### src/rtl/adpcm_seq.sv
// adpcm_seq: stream-to-core sequencer for one adpcm codec core.
// Drives the core's toggle-request / ack(idle) handshake from valid/ready
// streams. Encode packs two 4-bit codes per output byte, low nibble first.
// Decode unpacks one code byte into two PCM samples, low nibble first.
// Optional feature macro: ADPCM_SEQ_FLUSH_EN adds a 'flush' input that
// emits a pending half byte (upper nibble zero).
module adpcm_seq #(
    parameter int ACK_TIMEOUT = 31
) (
    input  logic        clk,
    input  logic        rstn,
    input  logic        enable,
    input  logic        mode,
    input  logic        s_valid,
    output logic        s_ready,
    input  logic [15:0] s_data,
    output logic        m_valid,
    input  logic        m_ready,
    output logic [15:0] m_data,
    output logic        core_req,
    input  logic        core_ack,
    output logic        core_sel_rx,
    output logic [15:0] core_rx_pcm,
    output logic [3:0]  core_rx_adpcm,
    input  logic [15:0] core_tx_pcm,
    input  logic [3:0]  core_tx_adpcm,
`ifdef ADPCM_SEQ_FLUSH_EN
    input  logic        flush,
`endif
    output logic        busy,
    output logic        err
);

    localparam int TW = $clog2(ACK_TIMEOUT + 1);

    typedef enum logic [2:0] {
        ST_IDLE    = 3'd0,
        ST_REQ     = 3'd1,
        ST_WAIT_LO = 3'd2,
        ST_WAIT_HI = 3'd3,
        ST_DONE    = 3'd4,
        ST_OUT     = 3'd5
    } state_t;

    state_t        state_r, state_s;
    logic          core_req_r, core_req_s;
    logic          sel_r, sel_s;
    logic [15:0]   rx_pcm_r, rx_pcm_s;
    logic [3:0]    rx_adpcm_r, rx_adpcm_s;
    logic [15:0]   m_data_r, m_data_s;
    logic          m_valid_r, m_valid_s;
    logic          err_r, err_s;
    logic          nib_cnt_r, nib_cnt_s;
    logic          nib_sel_r, nib_sel_s;
    logic [3:0]    hold_hi_r, hold_hi_s;
    logic [3:0]    byte_lo_r, byte_lo_s;
    logic [TW-1:0] timer_r, timer_s;
    logic          eff_mode_s;
    logic          flush_hit_s;

    // Flush applies only to a pending half byte while idle.
`ifdef ADPCM_SEQ_FLUSH_EN
    assign flush_hit_s = flush && nib_cnt_r && (state_r == ST_IDLE);
`else
    assign flush_hit_s = 1'b0;
`endif

    assign s_ready       = enable && (state_r == ST_IDLE) && !flush_hit_s;
    assign m_valid       = m_valid_r;
    assign m_data        = m_data_r;
    assign core_req      = core_req_r;
    assign core_sel_rx   = sel_r;
    assign core_rx_pcm   = rx_pcm_r;
    assign core_rx_adpcm = rx_adpcm_r;
    assign err           = err_r;
    assign busy          = (state_r != ST_IDLE) || nib_cnt_r;

    // Mode is only re-latched when no half byte is pending.
    assign eff_mode_s = nib_cnt_r ? sel_r : mode;

    // Next-state and next-datapath computation for the sequencer FSM.
    always_comb begin
        state_s    = state_r;
        core_req_s = core_req_r;
        sel_s      = sel_r;
        rx_pcm_s   = rx_pcm_r;
        rx_adpcm_s = rx_adpcm_r;
        m_data_s   = m_data_r;
        err_s      = err_r;
        nib_cnt_s  = nib_cnt_r;
        nib_sel_s  = nib_sel_r;
        hold_hi_s  = hold_hi_r;
        byte_lo_s  = byte_lo_r;
        timer_s    = timer_r;

        case (state_r)
            ST_IDLE: begin
                if (flush_hit_s) begin
                    m_data_s  = {8'h00, 4'h0, byte_lo_r};
                    nib_cnt_s = 1'b0;
                    state_s   = ST_OUT;
                end else if (s_valid) begin
                    hold_hi_s = s_data[7:4];
                    sel_s     = eff_mode_s;
                    err_s     = 1'b0;
                    if (eff_mode_s) begin
                        rx_adpcm_s = s_data[3:0];
                        nib_sel_s  = 1'b0;
                    end else begin
                        rx_pcm_s = s_data;
                    end
                    state_s = ST_REQ;
                end else begin
                    state_s = ST_IDLE;
                end
            end
            ST_REQ: begin
                if (core_ack) begin
                    core_req_s = ~core_req_r;
                    timer_s    = {TW{1'b0}};
                    state_s    = ST_WAIT_LO;
                end else begin
                    state_s = ST_REQ;
                end
            end
            ST_WAIT_LO: begin
                if (!core_ack) begin
                    state_s = ST_WAIT_HI;
                end else if (timer_r == TW'(ACK_TIMEOUT)) begin
                    err_s     = 1'b1;
                    nib_cnt_s = 1'b0;
                    state_s   = ST_IDLE;
                end else begin
                    timer_s = timer_r + TW'(1);
                end
            end
            ST_WAIT_HI: begin
                if (core_ack) begin
                    state_s = ST_DONE;
                end else begin
                    state_s = ST_WAIT_HI;
                end
            end
            ST_DONE: begin
                if (sel_r) begin
                    m_data_s = core_tx_pcm;
                    state_s  = ST_OUT;
                end else if (!nib_cnt_r) begin
                    byte_lo_s = core_tx_adpcm;
                    nib_cnt_s = 1'b1;
                    state_s   = ST_IDLE;
                end else begin
                    m_data_s  = {8'h00, core_tx_adpcm, byte_lo_r};
                    nib_cnt_s = 1'b0;
                    state_s   = ST_OUT;
                end
            end
            ST_OUT: begin
                if (m_ready) begin
                    if (sel_r && !nib_sel_r) begin
                        nib_sel_s  = 1'b1;
                        rx_adpcm_s = hold_hi_r;
                        state_s    = ST_REQ;
                    end else begin
                        state_s = ST_IDLE;
                    end
                end else begin
                    state_s = ST_OUT;
                end
            end
            default: begin
                state_s = ST_IDLE;
            end
        endcase

        if (!enable) begin
            state_s    = ST_IDLE;
            core_req_s = 1'b0;
            sel_s      = 1'b0;
            rx_pcm_s   = 16'h0000;
            rx_adpcm_s = 4'h0;
            m_data_s   = 16'h0000;
            err_s      = 1'b0;
            nib_cnt_s  = 1'b0;
            nib_sel_s  = 1'b0;
            hold_hi_s  = 4'h0;
            byte_lo_s  = 4'h0;
            timer_s    = {TW{1'b0}};
        end else begin
            state_s = state_s;
        end

        m_valid_s = (state_s == ST_OUT);
    end

    // State and datapath registers with asynchronous reset.
    always_ff @(posedge clk or negedge rstn) begin
        if (!rstn) begin
            state_r    <= ST_IDLE;
            core_req_r <= 1'b0;
            sel_r      <= 1'b0;
            rx_pcm_r   <= 16'h0000;
            rx_adpcm_r <= 4'h0;
            m_data_r   <= 16'h0000;
            m_valid_r  <= 1'b0;
            err_r      <= 1'b0;
            nib_cnt_r  <= 1'b0;
            nib_sel_r  <= 1'b0;
            hold_hi_r  <= 4'h0;
            byte_lo_r  <= 4'h0;
            timer_r    <= {TW{1'b0}};
        end else begin
            state_r    <= state_s;
            core_req_r <= core_req_s;
            sel_r      <= sel_s;
            rx_pcm_r   <= rx_pcm_s;
            rx_adpcm_r <= rx_adpcm_s;
            m_data_r   <= m_data_s;
            m_valid_r  <= m_valid_s;
            err_r      <= err_s;
            nib_cnt_r  <= nib_cnt_s;
            nib_sel_r  <= nib_sel_s;
            hold_hi_r  <= hold_hi_s;
            byte_lo_r  <= byte_lo_s;
            timer_r    <= timer_s;
        end
    end

endmodule
### config.mk
export PLATFORM = sky130hd
export DESIGN_NAME = adpcm_seq
export DESIGN_NICKNAME = d
export VERILOG_FILES = /design/src/rtl/adpcm_seq.sv
export SDC_FILE = /design/constraint.sdc
export NUM_CORES = 1
export LEC_CHECK = 0
export CAP_MARGIN = 40
export CELL_PAD_IN_SITES_DETAIL_PLACEMENT = 1
export CELL_PAD_IN_SITES_GLOBAL_PLACEMENT = 1
export CORE_ASPECT_RATIO = 0.7
export CORE_MARGIN = 2
export CORE_UTILIZATION = 30
export CTS_BUF_LIST = sky130_fd_sc_hd__clkbuf_2 sky130_fd_sc_hd__clkbuf_4 sky130_fd_sc_hd__clkbuf_8
export DETAILED_ROUTE_END_ITERATION = 16
export MAX_ROUTING_LAYER = met4
export PLACE_DENSITY = 0.75
export RECOVER_POWER = 25
export SKIP_LAST_GASP = 1
export SYNTH_ARGS = -nofsm -noshare
export SYNTH_HDL_FRONTEND = slang
export SYNTH_SLANG_ARGS = --single-unit
### constraint.sdc
create_clock -name clk -period 4.7 [get_ports clk]
set_input_delay 0.94 -clock clk [delete_from_list [all_inputs] [get_ports clk]]
set_output_delay 0.94 -clock clk [all_outputs]
set_load 0.05 [all_outputs]
### After elaboration in Yosys (flattened, before gate mapping)

Cells that the tools add are included.
Widths: inputs -> output; s select.

| operators by class | value |
|---|---|
| add/subtract/negate cells | 1 |
| multipliers | 0 |
| div/mod/pow operators | 0 |
| magnitude comparators | 0 |
| eq/ne operators | 29 |
| shift-type cells | 0 |
| mux-type cells | 61 |
| bitwise gates (word level) | 1 |
| reductions and logical operators | 15 |

Operators with widths:

| cell | number |
|---|---|
| $mux 16 | 8 |
| $mux 4 | 12 |
| $ne 3x3->1 const B | 9 |
| $mux 1 | 23 |
| $mux 3 | 7 |
| $mux 5 | 4 |
| $pmux 3 s6 | 1 |
| $ne 3x1->1 const B | 5 |
| $reduce_and 4->1 | 3 |
| $ne 2x1->1 const B | 5 |
| $pmux 5 s2 | 1 |
| $eq 3x3->1 const B | 3 |
| $pmux 4 s2 | 1 |
| $eq 3x2->1 const B | 2 |
| $ne 2x2->1 const B | 3 |
| $pmux 1 s2 | 3 |
| $reduce_and 2->1 | 3 |
| $reduce_and 3->1 | 2 |
| $add 5x1->5 const B | 1 |
| $eq 5x5->1 const B | 1 |
| $reduce_and 5->1 | 1 |
| $eq 3x1->1 const B | 1 |
| $logic_not 3->1 | 1 |
| $reduce_bool 3->1 | 1 |
| 5 further kinds | 6 |

| word-level totals | value |
|---|---|
| flip-flop bits (word level) | 58 |
| latch bits | 0 |
| RAM bits | 0 |
| memory bits (read-only) | 0 |
| input port bits | 43 |
| output and inout bits | 42 |
| logic and storage cells | 120 |
| memories kept | 0 |

### Depth between registers and ports, before layout

Gate-level depths: netlist of the first run.

| logic depth | value |
|---|---|
| depth in word-level cells | 7 |
| mapped depth | 7 |
| depth with buffers taken out | 7 |

### Worst setup path after synthesis of the first run

No wires, ideal clock.

| path | value |
|---|---|
| path kind | input -> output |
| from | input enable |
| to | output s_ready |
| arrival | 2.307 ns |
| data required time | 3.760 ns |
| setup slack | 1.453 ns |
| stages | 3 |
| path buffers | 1 |
| cells stage by stage | clkbuf_1 > nand2b_1 > nor3_1 |

| on the way | value |
|---|---|
| longest elaborated chain between the ends | 1 |

RTL lines:

| what | line | RTL |
|---|---|---|
| start, declared | 12 | `input logic enable,` |
| $logic_and 1x1->1 | 68 | `assign s_ready = enable && (state_r == ST_IDLE) && !flush_hit_s;` |
| end, declared | 15 | `output logic s_ready,` |

No other way between the ends.

### Worst setup path in the final report of the first run

Same ends and word-level chain as after synthesis.

==> run_results.csv, run 1 <==
group,metric,value,unit
setup_path,cp-start-kind,"primary input",
finish,seqCellArea,1450,sq um
setup_path,crit_family,"buffers and inverters",
yosys,ys.warnings.count,0,
global_route,antenna_found_initial,0,
setup_path,crit_top_cell,"clkdlybuf4s50_1",
pwr,ir_drop,174,uV
yosys,syn_area,2690,sq um
setup_path,max_stage_delay,830,ps
cts,numCtsBuffers,9,
pwr,p_per_area,329,nW/um^2
cts,postCtsSetupBuffers,0,
yosys,synth_nets,309,
die,dieArea,9740,sq um
yosys,yosysTopAreaCellShare,54.0,%
pwr,p_leak,1.62,nW
yosys,async_flop_share,100,%
place,place_inst,453,
yosys,seq_area_frac_synth,54.0,%
finish,nFillCells,955,
finish,drive_above_1_share,7.45,%
cts,insertion_delay,340,ps
global_route,grt.overflow.total,0,
finish,final_cells,469,
setup_path,reg2reg_depth,4,
place,dp_hpwl,5240,um
drt,ant_nets,0,
status,run_status,"finished, final reports clean",
finish,multi_input_area,1140,sq um
die,fp.coreArea,8580,sq um
hold_path,hp-start,"m_data[10]",
yosys,synth.area.top_cells,"dfrtp_1 (54%), mux2i_1 (6.3%), nand2_1 (6.3%)",
die,core.rowCount,28,
setup_path,rr_endpoint,"core_rx_pcm[13]",
cts,clk_path_buf_depth,2,
setup_path,crit_start,"enable",
drt,routed.top_layer,"met4",
sta,max_slew_margin,48.5,%
drt,wl_per_cell,16.3,um
sta,hold_viol,0,
setup_path,r2r-start,"core_sel_rx",
die,die_y,83.2,um
drt,dr.pass1.iters,4,
drt,wl_met2,3270,um
yosys,synth_seq_cells,58,
cts,cts.sinks,58,
global_route,grt_max_degree,59,
drt,wl_met1,3890,um
place,gp_congestion,0.741,
setup_path,crit_arrival,2730,ps
hold_path,hp-class,"reg -> reg",
sta,fmax,272,MHz
yosys,yosys.area.top_type,"dfrtp_1",
setup_path,crit_slowest_cell,"clkdlybuf4s50_1",
drt,drc,0,
run,max_cap_viol_count,0,
setup_path,worstSetupPathType,"in -> out",
setup_path,rrSetupSlack,2400,ps
global_route,grt_usage,17.2,%
die,start_util,31.3,%
setup_path,critPathRequiredTime,3760,ps
setup_path,cp-end-kind,"output port",
finish,antennaDiodeCount,0,
sta,slew_viol_final,0,
global_route,first_global_vias,2463,
place,io_buffers,84,
die,ios,85,
cts,cts-root-buf,"clkbuf_8",
cts,cts_resized,0,
yosys,ys_types,41,
drt,dr.first_iter.drc_count,102,
cts,cts_hold_buffers,0,
sta,setup_tns,0,ps
yosys,synth_edf_count,0,
yosys,syn_inst,264,
setup_path,worst-path-stages,4,
sta,finalSetupViolations,0,
cts,cts.htree.levels,3,
cts,cts_tree,"done",
sta,min_period,3670,ps
sta,skew,8.34,ps
cts,path_clk_slew,70,ps
global_route,grt_pass1_wl,12700,um
drt,wl,7620,um
drt,via_per_inst,4.88,
sta,final.period_utilization,78.1,%
sta,rsz0062_at_grt,"false",
yosys,synth-main-ff-cell,"dfrtp_1",
setup_path,setup.worst_path.end,"s_ready",
drt,dr_wl_met3,411,um
drt,via_count,2287,
setup_path,critPathBufInv,2,
yosys,avgSynthCellArea,10.2,sq um
setup_path,path_max_fanout,9,
sta,worst_pin_slew,773,ps
finish,fin_nets,389,
setup_path,crit_chain,"clkdlybuf4s50_1 > nand2b_1 > nor3_1 > clkdlybuf4s50_1",
die,fp.dieW,117,um
finish,area_growth,42.6,%
cell families (layout without fill, tap and decap cells):
family	count (synthesis)	count (layout)	synth area share, %
and+or+nand+nor	99	99	17.9
AOI/OAI and AO/OA	66	66	16.6
DFF	58	58	54.0
buffers and inverters	20	105	3.44
muxes	18	18	6.75
adders and majority gates	2	2	0.931
xor gates and xnor gates	1	1	0.326
cell usage after synthesis (3+ instances only):
cell type,count
a211oi_1,12
a21oi_1,25
a22o_1,10
buf_2,5
clkbuf_1,11
dfrtp_1,58
mux2i_1,17
nand2_1,45
nand2b_1,5
nand3_1,4
nor2_1,26
o21ai_0,6
or4_1,3
metal layers:
layer	vias to the layer above	GRT usage, %
met5	-	-
met4	0	3.85
met3	11	4.89
met2	71	25.0
met1	1114	24.0
li1	1091	-
per-stage QoR:
step | utilization, % | area (sq um) | total power, mW | worst slack [ps] | hold WS, ps
after floorplan | - | 2690 | 0.659 | 1450 | 469
after global placement | 42.1 | 3610 | 0.749 | 1070 | 485
after detailed placement | 42.1 | 3610 | 0.752 | 1030 | 501
after CTS | 44.7 | 3830 | 1.28 | 1030 | 516
after global routing | 44.7 | 3830 | 1.32 | 936 | 534
final | 44.7 | 3830 | 1.26 | 1030 | 513
worst min path at each step:
stage                 end  slack [ps]  cells past startpoint
2_1_floorplan   nib_sel_r         470                      2
3_3_place_gp    nib_sel_r         490                      2
3_5_place_dp   m_data[10]         500                      1
4_1_cts        m_data[10]         520                      1
5_1_grt        timer_r[4]         530                      1
6_report       m_data[10]         510                      1
power by group:
group          internal (mW)  leakage [nW]  switching, mW  total (mW)
logic                 0.0833         0.709          0.119       0.202
registers              0.515         0.799         0.0233       0.538
clock network          0.317         0.113          0.206       0.523
total                  0.915          1.62          0.348        1.26
registers in the layout, summed over array words and instances, names as in the netlist:
register / flops
byte_lo_r: 4
core_req: 1
core_rx_adpcm: 4
core_rx_pcm: 16
core_sel_rx: 1
err: 1
hold_hi_r: 4
m_data: 16
m_valid: 1
nib_cnt_r: 1
nib_sel_r: 1
state_r: 3
timer_r: 5
cell usage in the layout (no fill, tap or decap), types with 2 or more instances in the layout:
cell type and count:
clkdlybuf4s50_1 83, dfrtp_1 58, nand2_1 45, nor2_1 26, a21oi_1 25, mux2i_1 17
a211oi_1 12, a22o_1 10, clkbuf_8 10, o21ai_0 6, nand2b_1 5, nand3_1 4
or4_1 3, buf_4 3, nor3_1 2, o31ai_1 2, o22a_1 2, nor3_2 2
nor3b_1 2, o21ai_1 2, nand3b_1 2, a31oi_1 2, ha_1 2, clkinv_2 2
bufinv_16 2
layout make-up:
class | count | area share (%)
Clock buffer | 11 | 3.79
Inverter | 2 | 0.196
Multi-Input combinational cell | 186 | 29.8
Sequential cell | 58 | 37.9
Tap cell | 120 | 3.92
Clock inverter | 5 | 2.02
Timing Repair Buffer | 87 | 22.4
(Power assumes the default switching activity.)
==> run 2, diff against run 1 <==
PLACE_DENSITY = 0.78   (was 0.75)
clock period = 3.1 ns   (was 4.7 ns; I/O delays follow)
==> run_results.csv, run 2 (synthesized netlist as in run 1, its figures left out) <==
group,metric,value,unit
status,run_status,"complete, but fails checks",
status,violations,"max-capacitance violations, max-slew violations",
hold_path,holdPathStages,1,
die,start_util,31.3,%
finish,area_growth,43.3,%
sta,finalSetupViolations,0,
drt,ant_nets,0,
cts,cts_resized,0,
setup_path,cp-start-kind,"flop",
place,dp_hpwl,5320,um
die,die_y,83.2,um
drt,dr.pass1.iters,4,
cts,cts_tree,"done",
sta,fmax,352,MHz
drt,via_per_inst,4.86,
cts,numCtsBuffers,9,
sta,worst_pin_slew,1500,ps
cts,path_clk_slew,70,ps
finish,postLayoutCoreUtil,44.9,%
place,gp_congestion,0.738,
pwr,p_leak,1.64,nW
sta,holdWs,505,ps
finish,final_common_cell,"clkdlybuf4s50_1",
pwr,ir_drop,182,uV
drt,wl_per_cell,16.3,um
drt,via_count,2298,
drt,dr.first_iter.drc_count,108,
pwr,p_per_area,482,nW/um^2
global_route,grt_max_degree,59,
setup_path,worstSetupPathType,"reg -> out",
drt,drc,0,
sta,hold_viol,0,
die,fp.coreArea,8580,sq um
finish,multi_input_area,1140,sq um
cts,cts.sinks,58,
die,core.rowCount,28,
setup_path,rr_endpoint,"timer_r[3]",
cts,clk_path_buf_depth,2,
setup_path,critPathRequiredTime,2480,ps
setup_path,crit_arrival,2220,ps
setup_path,rrSetupSlack,850,ps
cts,cts_hold_buffers,0,
setup_path,path_max_fanout,15,
sta,setup_tns,0,ps
setup_path,reg2reg_depth,7,
finish,drive_above_1_share,8.78,%
drt,wl,7720,um
hold_path,hp-class,"reg -> reg",
global_route,grt_pass1_wl,12500,um
global_route,first_global_vias,2471,
cts,cts-root-buf,"clkbuf_8",
finish,antennaDiodeCount,0,
die,dieArea,9740,sq um
setup_path,cp-end-kind,"output port",
finish,nFillCells,969,
sta,max_slew_margin,-0.0431,%
cts,cts.htree.levels,3,
cts,insertion_delay,340,ps
place,io_buffers,84,
global_route,grt.overflow.total,0,
setup_path,r2r-start,"timer_r[0]",
finish,fin_nets,393,
hold_path,hp-start,"m_data[14]",
die,ios,85,
sta,final.period_utilization,91.6,%
sta,skew,4.92,ps
global_route,antenna_found_initial,0,
sta,min_period,2840,ps
die,fp.dieW,117,um
cts,postCtsSetupBuffers,0,
finish,seqCellArea,1450,sq um
sta,rsz0062_at_grt,"false",
sta,slew_viol_final,58,
global_route,grt_usage,17.2,%
hold_path,hold_end,"m_data[14]",
finish,final_cell_mix,"clkdlybuf4s50_1 (82), dfrtp_1 (58), nand2_1 (45)",
run,max_cap_viol_count,1,
[run 2: report_power, final]
part           switching (mW)  internal, mW
combinational           0.205         0.134
sequential             0.0142         0.781
clock                   0.311         0.410
[run 2: worst max path at each step]
stage                     startpoint             end  slack, ps  cells past startpoint
after floorplan               enable         s_ready        490                      3
after global placement        enable         s_ready        620                      4
after detailed placement     s_valid  core_rx_pcm[2]        570                      5
after CTS                 state_r[2]            busy        260                      2
after global routing      state_r[2]            busy        190                      2
final                     state_r[2]            busy        260                      2
[run 2: worst max-delay path, cell delays in order (launching register included)]
cell,delay (ps)
dfrtp_1,550
or4_1,600
clkdlybuf4s50_1,730
[run 2: area by class of cell]
type,instances,share of cell area (%)
clock buffers,11,3.93
clock inverters,5,1.36
inverters,2,0.195
multi-input cells,186,29.7
flip-flops and latches,58,37.7
well taps,120,3.90
repair buffers,91,23.3
[run 2: per-layer routing]
metal | vias to the layer above | wire, um | part of all wire (%) | track usage [%]
li1 | 1099 | - | - | -
met4 | 0 | 106 | 1.4 | 5.78
met5 | - | 0 | 0 | -
met2 | 70 | 3360 | 43 | 25.1
met1 | 1119 | 3740 | 48 | 22.3
met3 | 10 | 519 | 6.7 | 6.06
[run 2: metrics by stage]
stage / setup WS [ps] / power (mW) / std cells / instance area [sq um]
floorplan: 493 / 0.999 / 264 / 2690
global placement: 618 / 1.15 / 457 / 3660
detailed placement: 573 / 1.15 / 457 / 3660
CTS: 258 / 1.90 / 473 / 3870
global route: 190 / 1.95 / 473 / 3850
finish: 259 / 1.86 / 473 / 3850
